`src/rtl/throw_pkg.sv`:
```
// throw_pkg -- shared types and constants for the projectile ("throw")
// sprite controller and its helpers.
//   state_e   : controller FSM states
//   PARK_POS  : sprite origin used while the projectile is not on screen
//   ID_FLY / ID_EXPLODE : sprite ids driven on ctrl[1:0]
//   vy_sat_inc : gravity step on the 6-bit signed vertical velocity
//   pos_add    : 12-bit signed position update
//   off_limit  : off-screen test on an updated 12-bit coordinate
package throw_pkg;

  typedef enum logic [1:0] {
    ST_IDLE    = 2'd0,
    ST_ARMED   = 2'd1,
    ST_FLY     = 2'd2,
    ST_EXPLODE = 2'd3
  } state_e;

  localparam logic [10:0] PARK_POS   = 11'h7FF;
  localparam logic [1:0]  ID_FLY     = 2'd0;
  localparam logic [1:0]  ID_EXPLODE = 2'd3;

  // Gravity adds +1 but never pushes the velocity past +15.
  function automatic logic [5:0] vy_sat_inc(input logic [5:0] v);
    if ($signed(v) < 6'sd15) begin
      return v + 6'd1;
    end
    return v;
  endfunction

  // Unsigned 11-bit position plus a sign-extended 12-bit delta; the result
  // is interpreted as 12-bit signed so a move above/left of 0 stays negative.
  function automatic logic [11:0] pos_add(input logic [10:0] p,
                                          input logic [11:0] d);
    return {1'b0, p} + d;
  endfunction

  // Negative results count as off-screen (never wrapped); otherwise compare
  // against the visible limit.
  function automatic logic off_limit(input logic [11:0] n,
                                     input logic [11:0] lim);
    return n[11] || (n >= lim);
  endfunction

endpackage

```
`src/rtl/throw_ctrl_frame_tick_gen.sv`:
```
// frame_tick_gen -- one-cycle pulse at the start of each video frame.
// Fires when the previous scan x was 0 and the current scan position is
// (x=1, y=0). Kept standalone so several sprite controllers can share it.
//   clk    : system clock
//   reset  : synchronous active-high reset
//   x_i    : current scan x
//   y_i    : current scan y
//   tick_o : frame tick (combinational from x_i/y_i and registered prev x)
module frame_tick_gen
  import throw_pkg::*;
(
  input  logic        clk,
  input  logic        reset,
  input  logic [10:0] x_i,
  input  logic [10:0] y_i,
  output logic        tick_o
);

  logic [10:0] prev_x_q;

  // Reset to a non-zero value so the first cycle after reset can never look
  // like the x=0 -> x=1 transition.
  always_ff @(posedge clk) begin
    if (reset) begin
      prev_x_q <= PARK_POS;
    end else begin
      prev_x_q <= x_i;
    end
  end

  assign tick_o = (prev_x_q == 11'd0) && (x_i == 11'd1) && (y_i == 11'd0);

endmodule

```
`src/rtl/throw_ctrl.sv`:
```
// throw_ctrl -- projectile sprite controller.
// A launch request arms the projectile; on the next frame tick it appears at
// the spawn point and then moves every frame under constant horizontal
// velocity and gravity-driven vertical velocity. It leaves the screen (done)
// or, when hit, freezes and plays an explosion for EXP_FRAMES frames (done).
// Ports:
//   clk, reset           : clock, synchronous active-high reset
//   x, y                 : scan coordinates from the sync generator
//   launch               : one-cycle launch request (honoured only in IDLE)
//   launch_x, launch_y   : spawn position
//   vx                   : signed 4-bit horizontal velocity, pixels/frame
//   vy0                  : signed 6-bit initial vertical velocity (neg = up)
//   color_sel            : body colour, reported on ctrl[4:3]
//   hit                  : one-cycle collision indication
//   x0, y0               : sprite origin (7FF when parked)
//   ctrl                 : {colour, auto-animate, sprite id}
//   busy                 : high whenever not IDLE
//   done                 : one-cycle pulse on return to IDLE
// All outputs are registered.
module throw_ctrl
  import throw_pkg::*;
#(
  parameter int H_MAX      = 640,
  parameter int V_MAX      = 480,
  parameter int EXP_FRAMES = 16,
  parameter int GRAV_DIV   = 2
) (
  input  logic        clk,
  input  logic        reset,
  input  logic [10:0] x,
  input  logic [10:0] y,
  input  logic        launch,
  input  logic [10:0] launch_x,
  input  logic [10:0] launch_y,
  input  logic [3:0]  vx,
  input  logic [5:0]  vy0,
  input  logic [1:0]  color_sel,
  input  logic        hit,
  output logic [10:0] x0,
  output logic [10:0] y0,
  output logic [4:0]  ctrl,
  output logic        busy,
  output logic        done
);

  localparam int GW = (GRAV_DIV > 1) ? $clog2(GRAV_DIV) : 1;
  localparam int EW = (EXP_FRAMES > 1) ? $clog2(EXP_FRAMES) : 1;
  localparam logic [GW-1:0] GRAV_LAST = GW'(GRAV_DIV - 1);
  localparam logic [EW-1:0] EXP_LAST  = EW'(EXP_FRAMES - 1);
  localparam logic [11:0]   H_LIM     = 12'(H_MAX);
  localparam logic [11:0]   V_LIM     = 12'(V_MAX);

  state_e         state_q, state_d;
  logic [10:0]    cap_x_q, cap_x_d;
  logic [10:0]    cap_y_q, cap_y_d;
  logic [3:0]     vx_q, vx_d;
  logic [5:0]     vy_q, vy_d;
  logic [1:0]     col_q, col_d;
  logic [GW-1:0]  grav_cnt_q, grav_cnt_d;
  logic [EW-1:0]  exp_cnt_q, exp_cnt_d;
  logic [10:0]    x0_q, x0_d;
  logic [10:0]    y0_q, y0_d;
  logic [4:0]     ctrl_q, ctrl_d;
  logic           busy_q, busy_d;
  logic           done_q, done_d;

  logic           frame_tick;
  logic [11:0]    nx, ny;
  logic           x_off, y_off;

  frame_tick_gen u_tick (
    .clk    (clk),
    .reset  (reset),
    .x_i    (x),
    .y_i    (y),
    .tick_o (frame_tick)
  );

  // Candidate next position for this frame, evaluated against the screen.
  assign nx    = pos_add(x0_q, {{8{vx_q[3]}}, vx_q});
  assign ny    = pos_add(y0_q, {{6{vy_q[5]}}, vy_q});
  assign x_off = off_limit(nx, H_LIM);
  assign y_off = off_limit(ny, V_LIM);

  always_comb begin
    state_d    = state_q;
    cap_x_d    = cap_x_q;
    cap_y_d    = cap_y_q;
    vx_d       = vx_q;
    vy_d       = vy_q;
    col_d      = col_q;
    grav_cnt_d = grav_cnt_q;
    exp_cnt_d  = exp_cnt_q;
    x0_d       = x0_q;
    y0_d       = y0_q;
    ctrl_d     = ctrl_q;
    busy_d     = busy_q;
    done_d     = 1'b0;

    unique case (state_q)
      ST_IDLE: begin
        // The cycle that shows done must not restart a flight.
        if (launch && !done_q) begin
          state_d    = ST_ARMED;
          cap_x_d    = launch_x;
          cap_y_d    = launch_y;
          vx_d       = vx;
          vy_d       = vy0;
          col_d      = color_sel;
          grav_cnt_d = '0;
          exp_cnt_d  = '0;
          x0_d       = PARK_POS;
          y0_d       = PARK_POS;
          ctrl_d     = {color_sel, 3'b000};
          busy_d     = 1'b1;
        end
      end

      ST_ARMED: begin
        if (frame_tick) begin
          state_d    = ST_FLY;
          x0_d       = cap_x_q;
          y0_d       = cap_y_q;
          grav_cnt_d = '0;
          ctrl_d     = {col_q, 1'b1, ID_FLY};
        end
      end

      ST_FLY: begin
        // A hit takes priority over any movement or off-screen exit that
        // the same cycle's frame tick would have caused.
        if (hit) begin
          state_d   = ST_EXPLODE;
          exp_cnt_d = '0;
          ctrl_d    = {col_q, 1'b0, ID_EXPLODE};
        end else if (frame_tick) begin
          if (x_off || y_off) begin
            state_d = ST_IDLE;
            x0_d    = PARK_POS;
            y0_d    = PARK_POS;
            ctrl_d  = {col_q, 3'b000};
            busy_d  = 1'b0;
            done_d  = 1'b1;
          end else begin
            x0_d = nx[10:0];
            y0_d = ny[10:0];
            // Gravity is applied after the move, once every GRAV_DIV frames.
            if (grav_cnt_q == GRAV_LAST) begin
              grav_cnt_d = '0;
              vy_d       = vy_sat_inc(vy_q);
            end else begin
              grav_cnt_d = grav_cnt_q + GW'(1);
            end
          end
        end
      end

      ST_EXPLODE: begin
        if (frame_tick) begin
          if (exp_cnt_q == EXP_LAST) begin
            state_d = ST_IDLE;
            x0_d    = PARK_POS;
            y0_d    = PARK_POS;
            ctrl_d  = {col_q, 3'b000};
            busy_d  = 1'b0;
            done_d  = 1'b1;
          end else begin
            exp_cnt_d = exp_cnt_q + EW'(1);
          end
        end
      end

      default: begin
        state_d = ST_IDLE;
      end
    endcase
  end

  always_ff @(posedge clk) begin
    if (reset) begin
      state_q    <= ST_IDLE;
      cap_x_q    <= '0;
      cap_y_q    <= '0;
      vx_q       <= '0;
      vy_q       <= '0;
      col_q      <= '0;
      grav_cnt_q <= '0;
      exp_cnt_q  <= '0;
      x0_q       <= PARK_POS;
      y0_q       <= PARK_POS;
      ctrl_q     <= '0;
      busy_q     <= 1'b0;
      done_q     <= 1'b0;
    end else begin
      state_q    <= state_d;
      cap_x_q    <= cap_x_d;
      cap_y_q    <= cap_y_d;
      vx_q       <= vx_d;
      vy_q       <= vy_d;
      col_q      <= col_d;
      grav_cnt_q <= grav_cnt_d;
      exp_cnt_q  <= exp_cnt_d;
      x0_q       <= x0_d;
      y0_q       <= y0_d;
      ctrl_q     <= ctrl_d;
      busy_q     <= busy_d;
      done_q     <= done_d;
    end
  end

  assign x0   = x0_q;
  assign y0   = y0_q;
  assign ctrl = ctrl_q;
  assign busy = busy_q;
  assign done = done_q;

endmodule

```
`config.mk`:
```
export PLATFORM = sky130hd
export DESIGN_NAME = throw_ctrl
export DESIGN_NICKNAME = d
export VERILOG_FILES = /design/src/rtl/throw_pkg.sv /design/src/rtl/throw_ctrl_frame_tick_gen.sv /design/src/rtl/throw_ctrl.sv
export SDC_FILE = /design/constraint.sdc
export NUM_CORES = 1
export LEC_CHECK = 0
export CORE_UTILIZATION = 40
export CTS_BUF_LIST = sky130_fd_sc_hd__clkbuf_8
export DETAILED_ROUTE_END_ITERATION = 6
export GPL_TIMING_DRIVEN = 0
export PLACE_DENSITY = 0.7
export REMOVE_ABC_BUFFERS = 1
export SYNTH_ARGS = -nofsm -noshare
export SYNTH_HDL_FRONTEND = slang
export SYNTH_SLANG_ARGS = --single-unit
```
`constraint.sdc`:
```
create_clock -name clk -period 5 [get_ports clk]
set_input_delay 1 -clock clk [delete_from_list [all_inputs] [get_ports clk]]
set_output_delay 1 -clock clk [all_outputs]
set_load 0.05 [all_outputs]
```
==> impl_metrics.py <==
metrics = {
    "synth": {
        "synth-async-reset-ratio_pct": 0,
        "synth_edf_count": 0,
        "synth-seq-area-share_pct": 35.3,
        "instance_count_of_the_mapped_netlist": 568,
        "leading_post_synthesis_cells_by_cell_area": "dfxtp_1 35%, a21oi_1 9.5%, ha_1 8.0%, nand2_1 7.2%, nor2_1 4.2%",
        "number_of_warnings_reported_in_the_yosys_synthesis_log": 0,
        "synth_cell_types": 66,
        "synth.largest_area_cell": "dfxtp_1",
        "ys_dominant_reg_cell": "dfxtp_1",
        "yosys.area.top_type_share_pct": 35.3,
        "synth-seq-cells": 80,
        "synth_most_common_cell": "nand2_1",
        "avgSynthCellArea_um2": 7.99,
        "synthTopCellsByCount": "87 x nand2_1, 86 x a21oi_1, 80 x dfxtp_1, 51 x nor2_1, 29 x ha_1",
        "synthesized_cell_area_um2": 4540,
    },
    "placement": {
        "dp.final_hpwl_um": 8390,
        "port_buffers": 88,
        "routabilityCongestion": 0.946,
        "place_inst": 773,
        "detailedPlace.worstSlack_ns": 0.673,
    },
    "power": {
        "power.share.clock_pct": 11.4,
        "seqPwrFrac_pct": 23.4,
        "total_power_mw": 4.11,
        "internal_power_mw": 2.07,
        "power.net_switching_mw": 2.04,
        "power_density_nw_per_um2": 717,
        "worst_ir_drop_vdd_uv": 389,
        "share_comb_of_total_power_pct": 65.2,
        "power.leakage_nw": 2.13,
        "switching_share_pct": 49.7,
    },
    "clock_network": {
        "clock_tree_from_tritoncts": "done",
        "cts.repair_timing.setup_buffer_count": 0,
        "insertion_delay_ns": 0.38,
        "h-tree-depth": 3,
        "cts.repair.resized": 0,
        "clockRootBuffer": "clkbuf_8",
        "clk_path_buf_depth": 2,
        "clock_transition_at_the_registers_of_the_reported_paths_ns": 0.08,
        "clock_sinks": 80,
        "hold_buf_count_cts": 0,
        "cts-buffers-inserted": 9,
    },
    "routing": {
        "drc": 0,
        "vias_per_cell": 5.53,
        "detailroute.via_count": 4360,
        "wirelength_um": 11700,
        "wire_per_inst_um": 14.9,
        "route.antenna.remaining_nets": 0,
        "detail_route.iter0.violations": 258,
        "dr.pass1.iters": 5,
    },
    "critical_path": {
        "crit_path_start_kind": "flop",
        "reg2regPathDepth": 10,
        "reg2reg_from": "vx_q[3]$_SDFFE_PP0P_",
        "reg2reg_to": "x0[2]$_SDFFE_PP1P_",
        "critical_path_class": "reg -> reg",
        "worstPathRequired_ns": 5.22,
        "critical_path_peak_fanout": 22,
        "worstPathArrival_ns": 4.25,
        "rrSetupSlack_ns": 0.97,
        "critical_path.endpoint_type": "flop",
    },
    "sta": {
        "maxSlewViolCount": 0,
        "finalClockSkew_ns": 0.00882,
        "max_slew.worst_pin.slew_ns": 1.26,
        "final-setup-viol-count": 0,
        "hold-worst-slack_ns": 0.462,
        "post-route-worst-setup-slack_ns": 0.968,
        "max_slew_margin_pct": 15.7,
        "total_neg_setup_slack_ns": 0,
        "period_needed_ns": 4.03,
        "timing.fmax_mhz": 248,
        "unrepaired_setup_endpoints_after_global_routing": "false",
        "final-hold-violation-count": 0,
        "timing.final.crit_share_pct": 80.6,
    },
    "floorplan": {
        "initial_utilization_pct": 41.5,
        "die_h_um": 109,
        "design.die.area_um2": 11800,
        "core.rowCount": 38,
        "core_um2": 10900,
        "io_pins": 89,
        "die_x_um": 109,
    },
    "global_route": {
        "grt_first_pass_wirelength_um": 19300,
        "grt_antenna_before_repair": 0,
        "global_route.usage.total_pct": 21.2,
        "first_global_vias": 4217,
        "grt_start_max_net_pins": 37,
        "grt_overflow_total": 0,
    },
    "hold_path": {
        "worstHoldPathType": "reg -> reg",
        "worstHoldEndpoint": "cap_y_q[0]$_SDFFE_PP0P_",
        "hold_path.startpoint": "cap_y_q[0]$_SDFFE_PP0P_",
        "worstHoldPathCells": 2,
    },
    "layout": {
        "instances_no_fill": 789,
        "antenna_diodes": 0,
        "share_of_layout_cells_above_drive_strength_1_pct": 6.78,
        "area.growth.synth_to_final_pct": 26.4,
        "nets_final": 735,
    },
    "status": {
        "outcome": "finished clean",
    },
    "job": {
        "maxCapViolations": 0,
    },
}
cell usage in the layout, fill, tap and decap left out, types with 8 or more instances in the layout:
master	count
o21ai_0	13
a22oi_1	16
a21oi_1	86
ha_1	29
inv_1	19
clkbuf_8	12
dfxtp_1	80
o21a_1	8
nand2_1	87
xnor2_1	12
or2_2	14
a211oi_1	8
nor4_1	8
clkdlybuf4s50_1	87
nor2_1	50
flip-flops by register name, indices dropped and copies added (netlist names), 6 cells and up:
register         count
u_tick.prev_x_q     11
cap_x_q             11
y0                  11
cap_y_q             11
vy_q                 6
x0                  11
routing by layer:
layer,up-vias,track usage [%],wire (um)
met5,-,0,0
met4,0,9.07,144
met3,14,4.88,493
met2,95,35.8,5730
met1,2068,25.6,5350
li1,2183,-,-
power by group through the flow:
| stage | registers (mW) | logic, mW | clock network, mW |
|---|---|---|---|
| 2_1_floorplan | 1.26 | 1.66 | 0 |
| 3_3_place_gp | 0.972 | 2.56 | 0 |
| 3_5_place_dp | 0.976 | 2.66 | 0 |
| 4_1_cts | 0.963 | 2.68 | 0.484 |
| 5_1_grt | 0.988 | 2.95 | 0.510 |
| 6_report | 0.963 | 2.68 | 0.468 |
worst max-delay path by stage:
| stage | startpoint | endpoint | slack [ns] |
|---|---|---|---|
| finish | vx_q[3]$_SDFFE_PP0P_ | x0[2]$_SDFFE_PP1P_ | 0.97 |
| global route | vx_q[3]$_SDFFE_PP0P_ | y0[0]$_SDFFE_PP1P_ | 0.68 |
| CTS | vx_q[3]$_SDFFE_PP0P_ | y0[0]$_SDFFE_PP1P_ | 0.91 |
| detailed placement | y[3] | y0[4]$_SDFFE_PP1P_ | 0.67 |
| global placement | y[7] | x0[4]$_SDFFE_PP1P_ | -0.63 |
| floorplan | x[7] | x0[0]$_SDFFE_PP1P_ | 1.19 |
per-stage QoR:
stage	util (%)	instance area, um2
after detailed placement	50.7	5540
final	52.4	5730
after CTS	52.4	5730
after global routing	52.4	5730
after floorplan	-	4430
after global placement	50.2	5490
cells by family after synthesis:
logic type               share of synthesized area [%]
AO/OA/AOI/OAI                                     25.1
adder cells (fa/ha/maj)                           8.88
buffers and inverters                             3.94
flip-flops                                        35.3
AND/OR/NAND/NOR                                   22.6
XOR/XNOR                                          3.28
multiplexers                                     0.910
final cells by class:
cell class / instances / area [um2]
clock buffer: 12 / 165
inverter: 20 / 75.1
timing repair buffer: 91 / 926
tap: 140 / 175
multi-input combinational: 442 / 2760
sequential: 80 / 1600
clock inverter: 4 / 27.5
fill: 1083 / 5200
worst max-delay path, stage by stage (launching register included):
cell      delay (ns)
dfxtp_1         0.62
ha_1            0.38
a21o_1          0.23
a21oi_4         0.19
a21oi_2         0.10
or4b_1          0.51
o311a_1         0.15
o31a_4          0.40
nor3_1          0.29
o2111a_1        0.84
a21oi_1         0.15
No activity file was read; power rests on OpenSTA's default activity.
